===== src/rtl/sb_cycle_ctl_if.sv =====
// Host request / sequencer-bus signal bundle for sb_cycle_ctl.
// slave = the cycle controller, master = host plus FEC decoder side.
interface sb_cycle_ctl_if;
    logic       HREQ;
    logic       HREAD;
    logic       HREGSPACE;
    logic [8:0] HADDR;
    logic       HACK;
    logic       HBERR;
    logic       BUSY;
    logic [8:0] BA;
    logic       BSBREAD_n;
    logic       BREGSPACE;
    logic       BSBSELECT;
    logic       BDTACK_REQ_n;
    logic       BDATA_LE;

    modport slave (
        input  HREQ, HREAD, HREGSPACE, HADDR, BDTACK_REQ_n,
        output HACK, HBERR, BUSY, BA, BSBREAD_n, BREGSPACE, BSBSELECT, BDATA_LE
    );

    modport master (
        output HREQ, HREAD, HREGSPACE, HADDR, BDTACK_REQ_n,
        input  HACK, HBERR, BUSY, BA, BSBREAD_n, BREGSPACE, BSBSELECT, BDATA_LE
    );
endinterface


===== src/rtl/sb_cycle_ctl.sv =====
// SB cycle controller: host request -> timed BA/BSBREAD_n/BREGSPACE/BSBSELECT cycle.
// Optional bus-error timeout in SELECT is enabled by defining SB_TIMEOUT_EN.
module sb_cycle_ctl #(
    parameter int SETUP_CYC   = 2,
    parameter int HOLD_CYC    = 1,
    parameter int TIMEOUT_CYC = 64
) (
    input logic           CLK,
    input logic           RESET,
    sb_cycle_ctl_if.slave sb
);
    localparam int SW = (SETUP_CYC > 1) ? $clog2(SETUP_CYC) : 1;
    localparam int HW = (HOLD_CYC > 1) ? $clog2(HOLD_CYC) : 1;
    localparam logic [SW-1:0] SETUP_LAST = SW'(SETUP_CYC - 1);
    localparam logic [HW-1:0] HOLD_LAST  = HW'(HOLD_CYC - 1);

    if (SETUP_CYC < 1 || HOLD_CYC < 1 || TIMEOUT_CYC < 4) begin : g_param_check
        $error("sb_cycle_ctl: SETUP_CYC/HOLD_CYC must be >=1 and TIMEOUT_CYC >=4");
    end

    typedef enum logic [2:0] {
        S_IDLE, S_SETUP, S_SELECT, S_STROBE, S_HOLD, S_ACK, S_WREL
    } state_t;

    state_t        state_q;
    logic          dtk_meta_q;
    logic          dtk_s_q;
    logic [SW-1:0] setup_cnt_q;
    logic [HW-1:0] hold_cnt_q;
    logic [8:0]    ba_q;
    logic          rd_n_q;
    logic          regsp_q;
    logic          sel_q;
    logic          hack_q;
    logic          busy_q;
    logic          le_q;

`ifdef SB_TIMEOUT_EN
    localparam int TW = $clog2(TIMEOUT_CYC);
    localparam logic [TW-1:0] TIMER_LAST = TW'(TIMEOUT_CYC - 1);
    logic [TW-1:0] timer_q;
    logic          err_q;
    logic          hberr_q;
`endif

    // DTACK comes from another clock domain; presetting to 1 keeps it inactive after reset.
    always_ff @(posedge CLK or posedge RESET) begin
        if (RESET) begin
            dtk_meta_q <= 1'b1;
            dtk_s_q    <= 1'b1;
        end else begin
            dtk_meta_q <= sb.BDTACK_REQ_n;
            dtk_s_q    <= dtk_meta_q;
        end
    end

    always_ff @(posedge CLK or posedge RESET) begin
        if (RESET) begin
            state_q     <= S_IDLE;
            setup_cnt_q <= '0;
            hold_cnt_q  <= '0;
            ba_q        <= '0;
            rd_n_q      <= 1'b1;
            regsp_q     <= 1'b0;
            sel_q       <= 1'b0;
            hack_q      <= 1'b0;
            busy_q      <= 1'b0;
            le_q        <= 1'b0;
`ifdef SB_TIMEOUT_EN
            timer_q     <= '0;
            err_q       <= 1'b0;
            hberr_q     <= 1'b0;
`endif
        end else begin
            hack_q <= 1'b0;
            le_q   <= 1'b0;
            case (state_q)
                S_IDLE: begin
`ifdef SB_TIMEOUT_EN
                    err_q <= 1'b0;
`endif
                    // A DTACK still asserted from elsewhere blocks the start of a new cycle.
                    if (sb.HREQ && dtk_s_q) begin
                        ba_q        <= sb.HADDR;
                        rd_n_q      <= ~sb.HREAD;
                        regsp_q     <= sb.HREGSPACE;
                        setup_cnt_q <= '0;
                        busy_q      <= 1'b1;
                        state_q     <= S_SETUP;
                    end
                end
                S_SETUP: begin
                    if (setup_cnt_q == SETUP_LAST) begin
                        sel_q   <= 1'b1;
`ifdef SB_TIMEOUT_EN
                        timer_q <= '0;
`endif
                        state_q <= S_SELECT;
                    end else begin
                        setup_cnt_q <= setup_cnt_q + 1'b1;
                    end
                end
                S_SELECT: begin
                    // DTACK is tested first so it wins over a simultaneous timeout.
                    if (!dtk_s_q) begin
                        le_q    <= ~rd_n_q;
                        state_q <= S_STROBE;
                    end
`ifdef SB_TIMEOUT_EN
                    else if (timer_q == TIMER_LAST) begin
                        err_q      <= 1'b1;
                        sel_q      <= 1'b0;
                        hold_cnt_q <= '0;
                        state_q    <= S_HOLD;
                    end else begin
                        timer_q <= timer_q + 1'b1;
                    end
`endif
                end
                S_STROBE: begin
                    sel_q      <= 1'b0;
                    hold_cnt_q <= '0;
                    state_q    <= S_HOLD;
                end
                S_HOLD: begin
                    if (hold_cnt_q == HOLD_LAST) begin
                        hack_q  <= 1'b1;
`ifdef SB_TIMEOUT_EN
                        hberr_q <= err_q;
`endif
                        state_q <= S_ACK;
                    end else begin
                        hold_cnt_q <= hold_cnt_q + 1'b1;
                    end
                end
                S_ACK: begin
`ifdef SB_TIMEOUT_EN
                    hberr_q <= 1'b0;
`endif
                    state_q <= S_WREL;
                end
                S_WREL: begin
                    if (!sb.HREQ) begin
                        busy_q  <= 1'b0;
                        state_q <= S_IDLE;
                    end
                end
                default: begin
                    sel_q   <= 1'b0;
                    busy_q  <= 1'b0;
                    state_q <= S_IDLE;
                end
            endcase
        end
    end

    assign sb.BA        = ba_q;
    assign sb.BSBREAD_n = rd_n_q;
    assign sb.BREGSPACE = regsp_q;
    assign sb.BSBSELECT = sel_q;
    assign sb.HACK      = hack_q;
    assign sb.BUSY      = busy_q;
    assign sb.BDATA_LE  = le_q;
`ifdef SB_TIMEOUT_EN
    assign sb.HBERR     = hberr_q;
`else
    assign sb.HBERR     = 1'b0;
`endif
endmodule


===== src/flat_wrapper.sv =====
// flat-port wrapper written by rule: the top's interface ports become plain ports
module sb_cycle_ctl_flat 
#(
    parameter int SETUP_CYC   = 2,
    parameter int HOLD_CYC    = 1,
    parameter int TIMEOUT_CYC = 64
)
  (CLK, RESET, sb_HREQ, sb_HREAD, sb_HREGSPACE, sb_HADDR, sb_BDTACK_REQ_n, sb_HACK, sb_HBERR, sb_BUSY, sb_BA, sb_BSBREAD_n, sb_BREGSPACE, sb_BSBSELECT, sb_BDATA_LE);
  sb_cycle_ctl_if sb_i ();
  input logic CLK;
  input logic RESET;
  input wire logic [$bits(sb_i.HREQ)-1:0] sb_HREQ;
  input wire logic [$bits(sb_i.HREAD)-1:0] sb_HREAD;
  input wire logic [$bits(sb_i.HREGSPACE)-1:0] sb_HREGSPACE;
  input wire logic [$bits(sb_i.HADDR)-1:0] sb_HADDR;
  input wire logic [$bits(sb_i.BDTACK_REQ_n)-1:0] sb_BDTACK_REQ_n;
  output wire logic [$bits(sb_i.HACK)-1:0] sb_HACK;
  output wire logic [$bits(sb_i.HBERR)-1:0] sb_HBERR;
  output wire logic [$bits(sb_i.BUSY)-1:0] sb_BUSY;
  output wire logic [$bits(sb_i.BA)-1:0] sb_BA;
  output wire logic [$bits(sb_i.BSBREAD_n)-1:0] sb_BSBREAD_n;
  output wire logic [$bits(sb_i.BREGSPACE)-1:0] sb_BREGSPACE;
  output wire logic [$bits(sb_i.BSBSELECT)-1:0] sb_BSBSELECT;
  output wire logic [$bits(sb_i.BDATA_LE)-1:0] sb_BDATA_LE;
  assign sb_i.HREQ = sb_HREQ;
  assign sb_i.HREAD = sb_HREAD;
  assign sb_i.HREGSPACE = sb_HREGSPACE;
  assign sb_i.HADDR = sb_HADDR;
  assign sb_i.BDTACK_REQ_n = sb_BDTACK_REQ_n;
  assign sb_HACK = sb_i.HACK;
  assign sb_HBERR = sb_i.HBERR;
  assign sb_BUSY = sb_i.BUSY;
  assign sb_BA = sb_i.BA;
  assign sb_BSBREAD_n = sb_i.BSBREAD_n;
  assign sb_BREGSPACE = sb_i.BREGSPACE;
  assign sb_BSBSELECT = sb_i.BSBSELECT;
  assign sb_BDATA_LE = sb_i.BDATA_LE;
  sb_cycle_ctl #(.SETUP_CYC(SETUP_CYC), .HOLD_CYC(HOLD_CYC), .TIMEOUT_CYC(TIMEOUT_CYC)) u_core (.CLK(CLK), .RESET(RESET), .sb(sb_i));
endmodule

===== config.mk =====
export PLATFORM = sky130hd
export DESIGN_NAME = sb_cycle_ctl_flat
export DESIGN_NICKNAME = d
export VERILOG_FILES = /design/src/rtl/sb_cycle_ctl_if.sv /design/src/rtl/sb_cycle_ctl.sv /design/src/flat_wrapper.sv
export SDC_FILE = /design/constraint.sdc
export NUM_CORES = 1
export LEC_CHECK = 0
export CELL_PAD_IN_SITES_DETAIL_PLACEMENT = 0
export CELL_PAD_IN_SITES_GLOBAL_PLACEMENT = 1
export CORE_UTILIZATION = 34
export DETAILED_ROUTE_END_ITERATION = 6
export HOLD_SLACK_MARGIN = 0.12
export PLACE_DENSITY_LB_ADDON = 0.3
export SKIP_LAST_GASP = 1
export SYNTH_ARGS = -nofsm -noshare
export SYNTH_HDL_FRONTEND = slang
export SYNTH_SLANG_ARGS = --single-unit

===== constraint.sdc =====
create_clock -name CLK -period 2 [get_ports CLK]
set_clock_uncertainty 0.15 [all_clocks]
set_input_delay 0.4 -clock CLK [delete_from_list [all_inputs] [get_ports CLK]]
set_output_delay 0.4 -clock CLK [all_outputs]
set_load 0.02 [all_outputs]

# == Word-level counts from Yosys, hierarchy flattened ==
# Index checks and enable logic that the tools add are counted.
# classes
addsub,2
eq_ne,11
n_mux,20
bitwise,4
reduce_logical,11
# ops
operator,n
case mux 3 bit (7 select lines),1
2-to-1 mux 3 bit,5
2-to-1 mux 1 bit,10
OR reduction 5 bit,2
== test 3 bit (second input constant),3
== test 3 x 2 -> 1 bit (second input constant),2
inequality test 2 bit (second input constant),3
case mux 1 bit (2 select lines),3
AND reduction 2 bit,3
AND reduction 5 bit,1
inequality test 2 x 1 -> 1 bit (second input constant),2
inverter 1 bit,4
nonzero test 2 bit,2
== test 3 x 1 -> 1 bit (second input constant),1
zero test 3 bit,1
case mux 1 bit (3 select lines),1
AND reduction 3 bit,1
adder 1 bit (second input constant),2
logical AND 1 bit,1
# totals
register_bits,22
input_bits,15
output_inout_bits,16
elab_cells,60

# == Depth between registers and ports, before layout ==
# logic_depth
ltp_word,4
ltp_mapped,5
depth_no_buf,3

# == Least setup slack after synthesis ==
# Ideal clock, no wire load.
# synth_path
kind,reg2reg
startpoint,reg u_core.dtk_s_q
endpoint,reg u_core.ba_q[0] (netlist: u_core.sb.BA[0])
setup_ns,0.125
t_arrival_ns,1.201
required_time_ns,1.725
path_slack_ns,0.524
path_stages_with_launch,5
n_path_buf,1
synth_period_minus_slack_ns,1.476
path_cell_list,dfstp_2 -> nor2b_4 -> nand3_4 -> buf_6 -> mux2_4
# synth_via
elab_chain_len,2
# synth_rtl
element,line,text
from (decl),sb_cycle_ctl.sv:27,logic dtk_s_q;
from (signal assigned),sb_cycle_ctl.sv:53,dtk_s_q <= dtk_meta_q;
logical AND 1 bit,sb_cycle_ctl.sv:83,if (sb.HREQ && dtk_s_q) begin
AND reduction 2 bit (no source line),--,
to (signal assigned),sb_cycle_ctl.sv:84,ba_q <= sb.HADDR;
to (decl),sb_cycle_ctl.sv:30,logic [8:0] ba_q;
# Every way passes these cells.
# A chain may end at the register's enable or synchronous reset.

# == Worst setup path in the final report ==
# layout_path
startpoint,reg u_core.ba_q[7] (netlist: u_core.sb.BA[7])
endpoint,out sb_BA[7]
# layout_rtl
element,line,text
to (decl),flat_wrapper.sv:20,output wire logic [$bits(sb_i.BA)-1:0] sb_BA;
# No word-level cell between the ends.

==> results.sh <==
export IMPL_post_place_cells=121
export IMPL_hp_start="u_core.dtk_meta_q"
export IMPL_whs_ns=0.212
export IMPL_syn_inst=66
export IMPL_slowest_delay_ns=0.61
export IMPL_worstPathRequired_ns=1.45
export IMPL_grtUsageMet1_pct=17.9
export IMPL_ctsHoldBuffers=0
export IMPL_drt_initial_drc_count=4
export IMPL_grt_max_degree=22
export IMPL_power_leakage_nw=0.553
export IMPL_synth_distinct_cells=28
export IMPL_htreeDepth=1
export IMPL_period_share_pct=92.4
export IMPL_die_width_microns=54.0
export IMPL_multiInputGateArea_sq_um=334
export IMPL_setup_tns_ns=0
export IMPL_die_area_sq_um=2920
export IMPL_synth_compound_area_share_pct=8.15
export IMPL_fin_crit_ns=1.85
export IMPL_maxSlewViolCount=0
export IMPL_clk_latency_ns=0.29
export IMPL_drive_gt1_share_pct=25.3
export IMPL_syn_nets=81
export IMPL_grt_busiest_layer="met2"
export IMPL_rows=18
export IMPL_path_max_fanout=2
export IMPL_synth_xor_area_share_pct=0
export IMPL_ys_seq_elements=21
export IMPL_rsz0062_at_grt="no"
export IMPL_muxShareOfSynthArea_pct=16.6
export IMPL_n_antenna_cell=0
export IMPL_num_vias=580
export IMPL_ys_seq_area_share_pct=57.5
export IMPL_criticalPathCategory="reg2out"
export IMPL_whs_path_depth=0
export IMPL_cts_setup_buffers=0
export IMPL_avgSynthCellArea_sq_um=14.0
export IMPL_cpMaxStageDelayCell="clkdlybuf4s50_1"
export IMPL_boundaryPins=31
export IMPL_dpl_hpwl_mm=1.11
export IMPL_core_area_sq_um=2520
export IMPL_grtUsageTotal_pct=13.3
export IMPL_drc=0
export IMPL_syn_cell_area_sq_um=921
export IMPL_synthAdderAreaFrac_pct=0
export IMPL_cts_tree="built"
export IMPL_clkTransAtPathRegs_ns=0.11
export IMPL_timing_rr_end="u_core.sb.BA[8]"
export IMPL_critPathCaptureType="output port"
export IMPL_synth_top_family_by_area="multiplexers"
export IMPL_final_cell_mix="28 x clkdlybuf4s50_1, 18 x dfrtp_1, 8 x mux2_4"
export IMPL_grt_remaining_overflow=0
export IMPL_reg2reg_depth=3
export IMPL_cts_buffer_depth=2
export IMPL_setup_viol_count_final=0
export IMPL_yosysWarningCount=0
export IMPL_ant_nets=0
export IMPL_path_cells="clkdlybuf4s50_1"
export IMPL_hp_class="reg2reg"
export IMPL_final_seq_area_sq_um=529
export IMPL_die_y_microns=54.0
export IMPL_grt_pass1_vias=594
export IMPL_cts_inserted_buffers=3
export IMPL_crit_path_start_kind="flip-flop"
export IMPL_layout_nets=111
export IMPL_gp_congestion=0.750
export IMPL_wl_per_cell_microns=12.5
export IMPL_finalHoldViolations=0
export IMPL_met2_usage_pct=20.0
export IMPL_hold_path_end="u_core.dtk_s_q"
export IMPL_antenna_found_initial=0
export IMPL_final_common_cell="clkdlybuf4s50_1"
export IMPL_cp_arrival_ns=1.30
export IMPL_cap_violations=0
export IMPL_portBuffers=29
export IMPL_finalNonFillerCells=125
export IMPL_grt_pass1_wl_mm=2.71
export IMPL_clkSinkCount=21
export IMPL_path_buf_inv=1
export IMPL_area_delta_synth_final_pct=34.5
export IMPL_power_per_cell_area_nw_per_um2=1500
export IMPL_cts_root_buffer="clkbuf_4"
export IMPL_met3_usage_pct=3.39
export IMPL_drtPass1Iterations=4
export IMPL_worstReg2RegStart="u_core.dtk_s_q"
export IMPL_vias_per_cell=4.64
export IMPL_irDropWorstVdd_uv=766
export IMPL_initial_utilization_pct=36.5
export IMPL_outcome="complete, no violations"
export IMPL_routed_wl_mm=1.56
export IMPL_cts_resized=1
export IMPL_final_fill_count=238
export IMPL_path_delay_family="buffers and inverters"
export IMPL_yosys_area_share_simple_pct=11.1
export IMPL_fmax_mhz=541
export IMPL_r2r_slack_ns=0.43
area by class of cell:
class / count / share of cell area (%)
Tap cell: 30 / 3.03
Sequential cell: 21 / 42.7
Timing Repair Buffer: 30 / 23.9
Clock buffer: 4 / 2.12
Multi-Input combinational cell: 36 / 27.0
Inverter: 4 / 1.21
report_power, final:
part | leakage (nW) | total (W) | internal, W | switching [W]
combinational | 0.291 | 0.000882 | 0.000505 | 0.000377
sequential | 0.247 | 0.000786 | 0.000614 | 0.000172
clock | 0.0150 | 0.000195 | 0.0000775 | 0.000118
total | 0.553 | 0.00186 | 0.00120 | 0.000667
logic make-up (layout without fill, tap and decap cells):
| group | count (synthesis) | count (layout) |
|---|---|---|
| AND/OR/NAND/NOR | 13 | 13 |
| flip-flops | 21 | 21 |
| buffers and inverters | 9 | 38 |
| multiplexers | 11 | 11 |
| other | 1 | 1 |
| AO/OA/AOI/OAI | 11 | 11 |
worst max path at each step:
| stage | startpoint | end | slack [ns] | cells past startpoint |
|---|---|---|---|---|
| 4_1_cts | u_core.sb.BA[7] | sb_BA[7] | 0.14 | 1 |
| 3_5_place_dp | sb_HREQ | u_core.sb.BA[7] | 0.09 | 3 |
| 2_1_floorplan | u_core.dtk_s_q | u_core.sb.BA[0] | 0.52 | 4 |
| 6_report | u_core.sb.BA[7] | sb_BA[7] | 0.15 | 1 |
| 5_1_grt | u_core.sb.BA[7] | sb_BA[7] | 0.10 | 1 |
| 3_3_place_gp | sb_HREQ | u_core.sb.BA[2] | 0.14 | 3 |
per-stage QoR:
| stage | instance area (sq um) | total power (W) | utilization, % | setup slack, ns |
|---|---|---|---|---|
| CTS | 1240 | 0.00188 | 49.1 | 0.145 |
| floorplan | 921 | 0.00135 | - | 0.524 |
| global route | 1240 | 0.00199 | 49.1 | 0.103 |
| global placement | 1210 | 0.00168 | 48.1 | 0.138 |
| finish | 1240 | 0.00186 | 49.1 | 0.151 |
| detailed placement | 1210 | 0.00169 | 48.1 | 0.0897 |
layer usage:
| layer | vias to the layer above | share of wire, % | wire length, microns |
|---|---|---|---|
| li1 | 283 | - | - |
| met1 | 284 | 47 | 729 |
| met2 | 11 | 49 | 756 |
| met3 | 2 | 3.3 | 52 |
| met4 | 0 | 1.2 | 19 |
| met5 | - | 0 | 0 |
synth_stat cells:
cell type	instances	share of area [%]
nor2_4	1	1.2
and2_2	1	0.82
and2b_2	1	0.95
o2bb2ai_1	1	0.95
dfstp_2	3	8.6
o21ai_0	1	0.54
buf_2	1	0.54
mux2i_1	1	1.1
buf_6	2	2.4
a31oi_1	1	0.68
nor2_1	1	0.41
o32ai_1	1	0.95
inv_1	4	1.6
conb_1	1	0.41
o22ai_1	1	0.68
nand2b_1	1	0.68
nor3b_1	1	0.82
a21oi_1	4	2.2
a22o_2	2	2.2
nor2b_4	1	1.5
nor4b_1	1	0.95
mux2_4	8	13
nor2b_1	1	0.68
dfrtp_1	18	49
nand2_1	3	1.2
mux2_2	2	2.4
nand3_4	1	1.9
buf_4	2	1.6
state kept, by name, summed over array words and instances, names as in the netlist:
register / count
u_core.sb.BREGSPACE: 1
u_core.sb.HACK: 1
u_core.dtk_s_q: 1
u_core.sb.BSBREAD_n: 1
u_core.sb.BDATA_LE: 1
u_core.sb.BSBSELECT: 1
u_core.dtk_meta_q: 1
u_core.state_q: 3
u_core.setup_cnt_q: 1
u_core.sb.BA: 9
u_core.sb.BUSY: 1
(Power assumes the default switching activity.)
